<file path="src/rtl/mem_access_if.sv">
// rtl/mem_access_if.sv - data-memory request/response bus between mem_access and the memory
interface mem_access_if;
    logic        req;
    logic [31:0] addr;
    logic        ren;
    logic        wen;
    logic [3:0]  mask;
    logic [31:0] wdata;
    logic        ready;
    logic        rvalid;
    logic [31:0] rdata;

    modport master (
        output req, addr, ren, wen, mask, wdata,
        input  ready, rvalid, rdata
    );

    modport slave (
        input  req, addr, ren, wen, mask, wdata,
        output ready, rvalid, rdata
    );
endinterface

</file>
<file path="src/rtl/mem_access.sv">
// rtl/mem_access.sv - MEM stage: data-memory handshake, store lanes, load extension (option: MEM_MISALIGN_TRAP_EN)
module mem_access #(
    parameter int unsigned TIMEOUT_CYCLES = 255
) (
    input  logic              i_clk,
    input  logic              i_rst,
    input  logic              i_valid,
    input  logic [31:0]       i_addr,
    input  logic [31:0]       i_store_data,
    input  logic [2:0]        i_funct3,
    input  logic              i_mem_read,
    input  logic              i_mem_write,
    output logic              o_stall,
    mem_access_if.master      dmem,
    output logic              o_valid,
    output logic [31:0]       o_load_data,
    output logic [31:0]       o_dmem_rdata,
    output logic              o_err
);
    localparam logic [1:0] S_IDLE = 2'd0;
    localparam logic [1:0] S_REQ  = 2'd1;
    localparam logic [1:0] S_RESP = 2'd2;
    localparam logic [1:0] S_DONE = 2'd3;
    localparam logic [7:0] TO_LAST = 8'(TIMEOUT_CYCLES - 1);

    logic [1:0]  state_q, state_d;
    logic [7:0]  cnt_q, cnt_d;
    logic [31:0] load_q, load_d;
    logic [31:0] rdata_q, rdata_d;
    logic        err_q, err_d;
    logic        first_q;

    logic        active;
    logic        memop;
    logic        is_store;
    logic        misalign;
    logic        idle_op;
    logic        req;
    logic        out_done;
    logic [3:0]  st_mask;
    logic [31:0] st_wdata;

    // Outputs stay quiet while in reset and for the first cycle after it.
    assign active   = !i_rst && !first_q;
    assign memop    = i_valid && (i_mem_read || i_mem_write);
    assign is_store = i_mem_write;

`ifdef MEM_MISALIGN_TRAP_EN
    assign misalign = ((i_funct3[1:0] == 2'b01) && i_addr[0]) ||
                      ((i_funct3[1:0] == 2'b10) && (i_addr[1:0] != 2'b00));
`else
    assign misalign = 1'b0;
`endif

    function automatic logic [31:0] extract(input logic [31:0] w, input logic [1:0] a,
                                            input logic [2:0] f3);
        logic [7:0]  b;
        logic [15:0] h;
        case (a)
            2'd0:    b = w[7:0];
            2'd1:    b = w[15:8];
            2'd2:    b = w[23:16];
            default: b = w[31:24];
        endcase
        h = a[1] ? w[31:16] : w[15:0];
        case (f3)
            3'b000:  return {{24{b[7]}}, b};
            3'b001:  return {{16{h[15]}}, h};
            3'b100:  return {24'b0, b};
            3'b101:  return {16'b0, h};
            default: return w;
        endcase
    endfunction

    // Byte enables and lane-replicated store data for the current access size.
    always_comb begin
        st_mask  = 4'hF;
        st_wdata = i_store_data;
        case (i_funct3[1:0])
            2'b00: begin
                st_mask  = 4'b0001 << i_addr[1:0];
                st_wdata = {4{i_store_data[7:0]}};
            end
            2'b01: begin
                st_mask  = i_addr[1] ? 4'b1100 : 4'b0011;
                st_wdata = {2{i_store_data[15:0]}};
            end
            default: begin
                st_mask  = 4'hF;
                st_wdata = i_store_data;
            end
        endcase
    end

    // Access sequencing; timeout wins over a handshake arriving on the final counted cycle.
    always_comb begin
        state_d = state_q;
        cnt_d   = cnt_q;
        load_d  = load_q;
        rdata_d = rdata_q;
        err_d   = err_q;
        case (state_q)
            S_IDLE: begin
                if (active && memop) begin
                    cnt_d   = 8'd0;
                    load_d  = 32'd0;
                    rdata_d = 32'd0;
                    err_d   = 1'b0;
                    if (misalign) begin
                        err_d   = 1'b1;
                        state_d = S_DONE;
                    end else if (dmem.ready) begin
                        state_d = is_store ? S_DONE : S_RESP;
                    end else begin
                        state_d = S_REQ;
                    end
                end
            end
            S_REQ: begin
                if (cnt_q == TO_LAST) begin
                    err_d   = 1'b1;
                    state_d = S_DONE;
                end else begin
                    cnt_d = cnt_q + 8'd1;
                    if (dmem.ready) begin
                        state_d = is_store ? S_DONE : S_RESP;
                    end
                end
            end
            S_RESP: begin
                if (cnt_q == TO_LAST) begin
                    err_d   = 1'b1;
                    state_d = S_DONE;
                end else if (dmem.rvalid) begin
                    rdata_d = dmem.rdata;
                    load_d  = extract(dmem.rdata, i_addr[1:0], i_funct3);
                    state_d = S_DONE;
                end else begin
                    cnt_d = cnt_q + 8'd1;
                end
            end
            default: state_d = S_IDLE;
        endcase
    end

    // State and captured-result registers with synchronous reset.
    always_ff @(posedge i_clk) begin
        if (i_rst) begin
            state_q <= S_IDLE;
            cnt_q   <= 8'd0;
            load_q  <= 32'd0;
            rdata_q <= 32'd0;
            err_q   <= 1'b0;
        end else begin
            state_q <= state_d;
            cnt_q   <= cnt_d;
            load_q  <= load_d;
            rdata_q <= rdata_d;
            err_q   <= err_d;
        end
    end

    // Marks the first cycle after reset so outputs can be held low for it.
    always_ff @(posedge i_clk) begin
        first_q <= i_rst;
    end

    assign idle_op  = active && (state_q == S_IDLE) && memop;
    assign req      = (idle_op && !misalign) || (active && (state_q == S_REQ));
    assign out_done = active && (state_q == S_DONE);

    assign o_stall = idle_op || (active && ((state_q == S_REQ) || (state_q == S_RESP)));
    assign o_valid = out_done || (active && (state_q == S_IDLE) && i_valid && !memop);

    assign o_load_data  = out_done ? load_q  : 32'd0;
    assign o_dmem_rdata = out_done ? rdata_q : 32'd0;
    assign o_err        = out_done && err_q;

    assign dmem.req   = req;
    assign dmem.ren   = req && !is_store;
    assign dmem.wen   = req && is_store;
    assign dmem.addr  = req ? {i_addr[31:2], 2'b00} : 32'd0;
    assign dmem.mask  = req ? (is_store ? st_mask : 4'hF) : 4'h0;
    assign dmem.wdata = (req && is_store) ? st_wdata : 32'd0;
endmodule

</file>
<file path="src/flat_wrapper.sv">
// flat-port wrapper written by rule: the top's interface ports become plain ports
module mem_access_flat 
#(
    parameter int unsigned TIMEOUT_CYCLES = 255
)
  (i_clk, i_rst, i_valid, i_addr, i_store_data, i_funct3, i_mem_read, i_mem_write, o_stall, o_valid, o_load_data, o_dmem_rdata, o_err, dmem_req, dmem_addr, dmem_ren, dmem_wen, dmem_mask, dmem_wdata, dmem_ready, dmem_rvalid, dmem_rdata);
  mem_access_if dmem_i ();
  input  logic i_clk;
  input  logic i_rst;
  input  logic i_valid;
  input  logic [31:0] i_addr;
  input  logic [31:0] i_store_data;
  input  logic [2:0] i_funct3;
  input  logic i_mem_read;
  input  logic i_mem_write;
  output logic o_stall;
  output logic o_valid;
  output logic [31:0] o_load_data;
  output logic [31:0] o_dmem_rdata;
  output logic o_err;
  output wire logic [$bits(dmem_i.req)-1:0] dmem_req;
  output wire logic [$bits(dmem_i.addr)-1:0] dmem_addr;
  output wire logic [$bits(dmem_i.ren)-1:0] dmem_ren;
  output wire logic [$bits(dmem_i.wen)-1:0] dmem_wen;
  output wire logic [$bits(dmem_i.mask)-1:0] dmem_mask;
  output wire logic [$bits(dmem_i.wdata)-1:0] dmem_wdata;
  input wire logic [$bits(dmem_i.ready)-1:0] dmem_ready;
  input wire logic [$bits(dmem_i.rvalid)-1:0] dmem_rvalid;
  input wire logic [$bits(dmem_i.rdata)-1:0] dmem_rdata;
  assign dmem_req = dmem_i.req;
  assign dmem_addr = dmem_i.addr;
  assign dmem_ren = dmem_i.ren;
  assign dmem_wen = dmem_i.wen;
  assign dmem_mask = dmem_i.mask;
  assign dmem_wdata = dmem_i.wdata;
  assign dmem_i.ready = dmem_ready;
  assign dmem_i.rvalid = dmem_rvalid;
  assign dmem_i.rdata = dmem_rdata;
  mem_access #(.TIMEOUT_CYCLES(TIMEOUT_CYCLES)) u_core (.i_clk(i_clk), .i_rst(i_rst), .i_valid(i_valid), .i_addr(i_addr), .i_store_data(i_store_data), .i_funct3(i_funct3), .i_mem_read(i_mem_read), .i_mem_write(i_mem_write), .o_stall(o_stall), .dmem(dmem_i), .o_valid(o_valid), .o_load_data(o_load_data), .o_dmem_rdata(o_dmem_rdata), .o_err(o_err));
endmodule
</file>
<file path="config.mk">
export PLATFORM = sky130hd
export DESIGN_NAME = mem_access_flat
export DESIGN_NICKNAME = d
export VERILOG_FILES = /design/src/rtl/mem_access_if.sv /design/src/rtl/mem_access.sv /design/src/flat_wrapper.sv
export SDC_FILE = /design/constraint.sdc
export NUM_CORES = 1
export LEC_CHECK = 0
export BUFFER_PORTS_ARGS = -buffer_cell sky130_fd_sc_hd__buf_4
export CAP_MARGIN = 5
export CORE_ASPECT_RATIO = 0.6
export CORE_MARGIN = 3
export CORE_UTILIZATION = 47
export DETAILED_ROUTE_END_ITERATION = 10
export HOLD_SLACK_MARGIN = 0.12
export MAX_ROUTING_LAYER = met4
export PLACE_DENSITY = 0.81
export SLEW_MARGIN = 20
export SYNTH_ARGS = -nofsm -noshare
export SYNTH_HDL_FRONTEND = slang
export SYNTH_SLANG_ARGS = --single-unit
</file>
<file path="constraint.sdc">
create_clock -name i_clk -period 2.8 [get_ports i_clk]
set_input_delay 0.42 -clock i_clk [delete_from_list [all_inputs] [get_ports i_clk]]
set_output_delay 0.42 -clock i_clk [all_outputs]
set_load 0.03 [all_outputs]
</file>
==> impl_metrics.json, run 1 <==
{
  "grt_pass1_vias": 5615,
  "rows": 28,
  "cts.sinks": 76,
  "grt_first_pass_wirelength_mm": 29.61,
  "slew_headroom_pct": 43.13,
  "leakage_nw": 3.465,
  "htreeDepth": 3,
  "multi_input_comb_area_um2": 3254,
  "syn-cell-area_um2": 5086,
  "antenna_cells": 0,
  "wl_met1_mm": 8.341,
  "cts_tree": "built",
  "dieArea_um2": 12150,
  "power_frac_clock_pct": 27.4,
  "clock.fmax_mhz": 383.5,
  "grt_max_degree": 67,
  "hold_path_class": "in -> reg",
  "end_kind": "primary output",
  "yosys_warnings": 0,
  "powerDensity_nw_per_um2": 608.0,
  "fin_crit_sh_pct": 93.13,
  "drv_slew": 0,
  "drtIter0Drc": 733,
  "grt_usage_pct": 31.12,
  "vias_per_cell": 6.018,
  "initial_core_util_pct": 49.89,
  "p_switching_w": 0.001899,
  "portBuffers": 241,
  "core_area_um2": 10190,
  "yosysSeqAreaShare_pct": 29.91,
  "synthCells": 660,
  "path_class": "reg -> out",
  "synth_ff_type": "dfxtp_1",
  "required_ps": 2380,
  "synth_edf_count": 0,
  "synth.distinct_cells": 53,
  "wl_mm": 19.67,
  "routed-via-count": 6042,
  "maxUsedRoutingLayer": "met4",
  "peakVddDrop_mv": 0.5492,
  "worst_pin_slew_ps": 846.5,
  "antenna_found_initial": 0,
  "hold_viol": 0,
  "dieWidth_um": 140.3,
  "wl_met2_mm": 8.797,
  "clock_latency_ps": 340,
  "swShare_pct": 42.84,
  "async_flop_share_pct": 0,
  "root_buffer": "clkbuf_16",
  "hold_slack_ps": 339.3,
  "area_growth_pct": 43.37,
  "nNetsFinal": 977,
  "synth_seq_cells": 76,
  "dp_hpwl_mm": 14.39,
  "io_pins": 244,
  "critPathLaunchType": "flop",
  "grt_overflow": 0,
  "finalSetupViolCount": 0,
  "gp_congestion": 0.9302,
  "period_needed_ps": 2608,
  "crit_fanout": 25,
  "ant_nets": 0,
  "postSynthAreaPerCell_um2": 7.706,
  "synth_top_area_share_pct": 29.91,
  "nFillCells": 834,
  "seq_area_um2": 1521,
  "yosysTopAreaCell": "dfxtp_1",
  "status": "completed",
  "path_clk_slew_ps": 60,
  "combPwrFrac_pct": 46.1,
  "drive_above_1_share_pct": 34.41,
  "tns_ps": 0,
  "dr.pass1.iters": 6,
  "crit_arrival_ps": 2190,
  "avgRoutedWirePerCell_um": 19.59,
  "synth_area_leaders": "dfxtp_1 30%, and3_1 8.0%, a21oi_1 6.1%",
  "wl_met3_mm": 2.194,
  "clockBufferDepth": 2,
  "max_cap_viol_count": 0,
  "die_y_um": 86.58,
  "power_frac_seq_pct": 26.5,
  "internal-power_w": 0.002534,
  "rsz0062_at_grt": "no",
  "drc_errors": 0,
  "skew_ps": 6.531,
  "cts_made_buffers": 9
}
[power by group through the flow]
stage | Clock, W | Combinational [W] | Sequential (W)
global route | 0.00128 | 0.00216 | 0.00118
finish | 0.00122 | 0.00204 | 0.00118
floorplan | 0 | 0.00125 | 0.00118
global placement | 0 | 0.00192 | 0.00119
detailed placement | 0 | 0.00196 | 0.00120
CTS | 0.00122 | 0.00197 | 0.00117
[final timing paths]
path                      from                  to  slack, ps  depth (start not counted)
max          u_core.state_q[1]       dmem_wdata[0]        190                          8
min                      i_rst      u_core.first_q        340                          1
max reg2reg  u_core.state_q[0]  u_core.rdata_q[13]        510                          8
min reg2reg  u_core.load_q[22]   u_core.load_q[22]        460                          1
[flip-flops by register name, summed over array words and instances (netlist names)]
signal	count
u_core.load_q	32
u_core.rdata_q	32
u_core.cnt_q	8
u_core.state_q	2
u_core.err_q	1
u_core.first_q	1
[metrics by stage]
stage	instances	utilization, %	area, µm²	total power, W	worst slack [ps]
floorplan	661	-	5090	0.002431	315.2
global placement	984	68.11	6944	0.003110	567.2
detailed placement	984	68.11	6944	0.003163	457.3
CTS	1000	71.16	7254	0.004365	61.20
global route	1004	71.53	7292	0.004619	43.72
finish	1004	71.53	7292	0.004434	192.2
[cells in the mapped netlist, types with 2 or more instances]
library cell,n
dfxtp_1,76
and3_1,65
a21oi_1,62
clkbuf_1,51
o21ai_0,48
and2_1,39
nand4_1,36
nand2_1,35
nor2_1,35
mux2i_1,24
nand2b_1,24
a32o_1,18
a22o_1,14
nand3_1,14
nor2b_1,11
buf_2,10
inv_1,10
and3b_1,7
ha_1,7
mux2_2,7
o2bb2ai_1,7
nor3_1,5
a31oi_1,4
or2_2,4
a21o_1,3
buf_1,3
buf_4,3
nand3b_1,3
o21a_1,3
o32ai_1,3
or4_1,3
a211oi_1,2
buf_6,2
o22a_1,2
o22ai_1,2
[layout by cell type, fill, tap and decap left out, types with 18 or more instances in the layout]
| master | n |
|---|---|
| and3_1 | 65 |
| mux2i_1 | 24 |
| nand2_1 | 35 |
| o21ai_0 | 48 |
| and2_1 | 39 |
| a21oi_1 | 61 |
| dfxtp_1 | 76 |
| nand2b_1 | 24 |
| a32o_1 | 18 |
| nor2_1 | 34 |
| buf_4 | 256 |
| nand4_1 | 36 |
[per-layer routing]
layer	GRT usage [%]	vias to the layer above
li1	-	2809
met1	42.04	2832
met2	45.83	367
met3	9.206	34
met4	8.004	0
met5	-	-
[logic make-up after synthesis]
| family | after synthesis | synth area share [%] |
|---|---|---|
| other | 1 | 0.07373 |
| flip-flops | 76 | 29.91 |
| buffers and inverters | 80 | 6.691 |
| AND/OR/NAND/NOR | 287 | 32.40 |
| multiplexers | 32 | 6.716 |
| adder cells (fa/ha/maj) | 7 | 1.722 |
| AO/OA/AOI/OAI | 177 | 22.48 |
[final cells by class]
| class | instances | share of cell area (%) |
|---|---|---|
| flip-flops and latches | 76 | 20.86 |
| multi-input cells | 505 | 44.63 |
| inverters | 10 | 0.5662 |
| clock inverters | 6 | 0.9780 |
| clock buffers | 10 | 3.277 |
| repair inverters | 3 | 0.3089 |
| repair buffers | 259 | 27.06 |
| well taps | 135 | 2.316 |
[critical path, cell delays in order (launching register included)]
cell      delay (ps)
dfxtp_1          400
inv_1             90
ha_1             250
nand2b_1         180
nand3_1          130
buf_6            230
inv_1            170
and2_1           210
buf_4            170
[repair_timing]
action	4_1_cts	5_1_grt
gates resized for setup	0	5
hold buffers	0	0
endpoints found under the setup margin	0	32
buffers inserted	0	1
Note: power is estimated with default switching activity, not from simulation.
==> run 2, diff against run 1 <==
- clock period: 2.8 -> 2.95 ns (I/O delays scaled with it)
==> run 2 against run 1 <==
  * Global-route usage fell by 0.91 points
  * Cell count fell by 0.60%
  * Flip-flop and latch count did not move
  * Largest power group unchanged
  * Final area fell by 0.93%
  * Worst hold slack improved by 69 ps
==> impl_metrics.json, run 2 (same netlist as run 1, synthesis figures left out) <==
{
  "cts_setup_buffers": 0,
  "clock.fmax_mhz": 357.8,
  "critPathCapture": "dmem_wdata[7]",
  "dr.pass1.iters": 6,
  "design_area_um2": 7224,
  "status": "completed",
  "hold_viol": 0,
  "utilization_pct": 70.86,
  "finalWorstSetupSlack_ps": 155.1,
  "nNetsFinal": 972,
  "dpl_cell_area_um2": 6912,
  "clock_latency_ps": 340,
  "rrSetupSlack_ps": 430,
  "critPathLaunchType": "flop",
  "dieArea_um2": 12150,
  "use_met3_pct": 6.284,
  "cts_tree": "built",
  "path_clk_slew_ps": 60,
  "gp_congestion": 0.9272,
  "grt_overflow": 0,
  "power_frac_seq_pct": 27.0,
  "top_usage_layer": "met2",
  "required_ps": 2510,
  "peakVddDrop_mv": 0.4758,
  "cts_made_buffers": 9,
  "worst_r2r_path_depth": 7,
  "portBuffers": 241,
  "r2r-end": "u_core.load_q[12]",
  "ant_nets": 0,
  "tns_ps": 0,
  "crit_fanout": 25,
  "max_cap_viol_count": 0,
  "period_needed_ps": 2795,
  "finalSetupViolCount": 0,
  "vias_per_cell": 6.031,
  "hold_path_class": "in -> reg",
  "rr_startpoint": "u_core.state_q[0]",
  "swShare_pct": 42.07,
  "antenna_found_initial": 0,
  "met1_usage_pct": 41.56,
  "rows": 28,
  "htreeDepth": 3,
  "antenna_cells": 0,
  "core_area_um2": 10190,
  "grt_max_degree": 51,
  "final_common_cell": "buf_4",
  "root_buffer": "clkbuf_16",
  "grt_util_met2_pct": 46.22,
  "grt_pass1_vias": 5540,
  "grt_usage_pct": 30.21,
  "initial_core_util_pct": 49.89,
  "clockBufferDepth": 2,
  "leakage_nw": 3.459,
  "end_kind": "primary output",
  "path_class": "reg -> out",
  "dp_hpwl_mm": 14.19,
  "cts.sinks": 76,
  "die_y_um": 86.58,
  "wl_mm": 19.17,
  "drc_errors": 0,
  "drtIter0Drc": 738,
  "dieWidth_um": 140.3,
  "grt_first_pass_wirelength_mm": 28.97,
  "final_cell_mix": "257 x buf_4, 76 x dfxtp_1, 65 x and3_1",
  "avgRoutedWirePerCell_um": 19.21,
  "area_growth_pct": 42.04,
  "rsz0062_at_grt": "no",
  "worst_pin_slew_ps": 778.2,
  "skew_ps": 5.993,
  "routed-via-count": 6019,
  "power_frac_clock_pct": 28.7,
  "fin_crit_sh_pct": 94.74,
  "powerDensity_nw_per_um2": 572.1,
  "crit_arrival_ps": 2350,
  "combPwrFrac_pct": 44.3,
  "slew_headroom_pct": 47.72,
  "internal-power_w": 0.002394,
  "drv_slew": 0,
  "worstSetupStartpoint": "u_core.state_q[0]",
  "reg_top3": "u_core.load_q (32), u_core.rdata_q (32), u_core.cnt_q (8)",
  "io_pins": 244,
  "p_switching_w": 0.001739,
  "pre_cts_slack_ps": 356.9,
  "drive_above_1_share_pct": 33.95
}
run 2: cell count changes in the layout (fill, tap and decap cells not counted), sizes merged:
cell	previous run	this run
clkinvlp	5	0
buf	259	257
bufinv	1	2
clkbuf	10	9
clkinv	2	3
run 2: power by group through the flow:
stage / Combinational (W) / Clock [W] / Sequential, W
finish: 0.00183 / 0.00119 / 0.00112
global route: 0.00196 / 0.00124 / 0.00112
CTS: 0.00179 / 0.00120 / 0.00111
detailed placement: 0.00179 / 0 / 0.00114
global placement: 0.00176 / 0 / 0.00113
floorplan: 0.00118 / 0 / 0.00112
run 2: worst min-delay path by stage:
stage	end	start	cells past startpoint	slack, ps
floorplan	u_core.load_q[15]	u_core.load_q[15]	1	430
global placement	u_core.load_q[25]	u_core.load_q[25]	1	440
detailed placement	u_core.load_q[18]	u_core.load_q[18]	1	450
CTS	u_core.rdata_q[5]	dmem_rdata[5]	3	400
global route	u_core.rdata_q[4]	dmem_rdata[4]	3	410
finish	u_core.rdata_q[5]	dmem_rdata[5]	3	410
run 2: metrics by stage:
| stage | std cells | power [W] | hold WS [ps] |
|---|---|---|---|
| final | 998 | 0.004133 | 408.3 |
| after global routing | 998 | 0.004318 | 413.5 |
| after CTS | 998 | 0.004099 | 400.4 |
| after detailed placement | 983 | 0.002921 | 452.3 |
| after global placement | 983 | 0.002891 | 443.2 |
| after floorplan | 661 | 0.002307 | 433.8 |
run 2: per-layer routing:
metal | vias to the layer above | part of all wire (%)
met3 | 23 | 10
li1 | 2804 | -
met5 | - | 0
met1 | 2806 | 44
met2 | 386 | 45
met4 | 0 | 1.1
run 2: worst max-delay path, stage by stage (launching register included):
cell and delay, ps:
dfxtp_1 390, inv_1 100, ha_1 350, nand2_1 150, nand2b_1 60, nand3_1 80
buf_4 280, inv_1 210, and2_1 210, buf_4 160
run 2: area by class of cell:
| class | count | area (µm²) |
|---|---|---|
| Clock inverter | 6 | 87.58 |
| Sequential cell | 76 | 1521 |
| Inverter | 10 | 37.54 |
| Timing Repair Buffer | 257 | 1929 |
| Tap cell | 135 | 168.9 |
| Multi-Input combinational cell | 505 | 3254 |
| Fill cell | 845 | 2970 |
| Clock buffer | 9 | 225.2 |
run 2: timing repair:
action,4_1_cts,5_1_grt
resized for setup,1,0
hold buffers,0,0
endpoints found under the setup margin,7,0
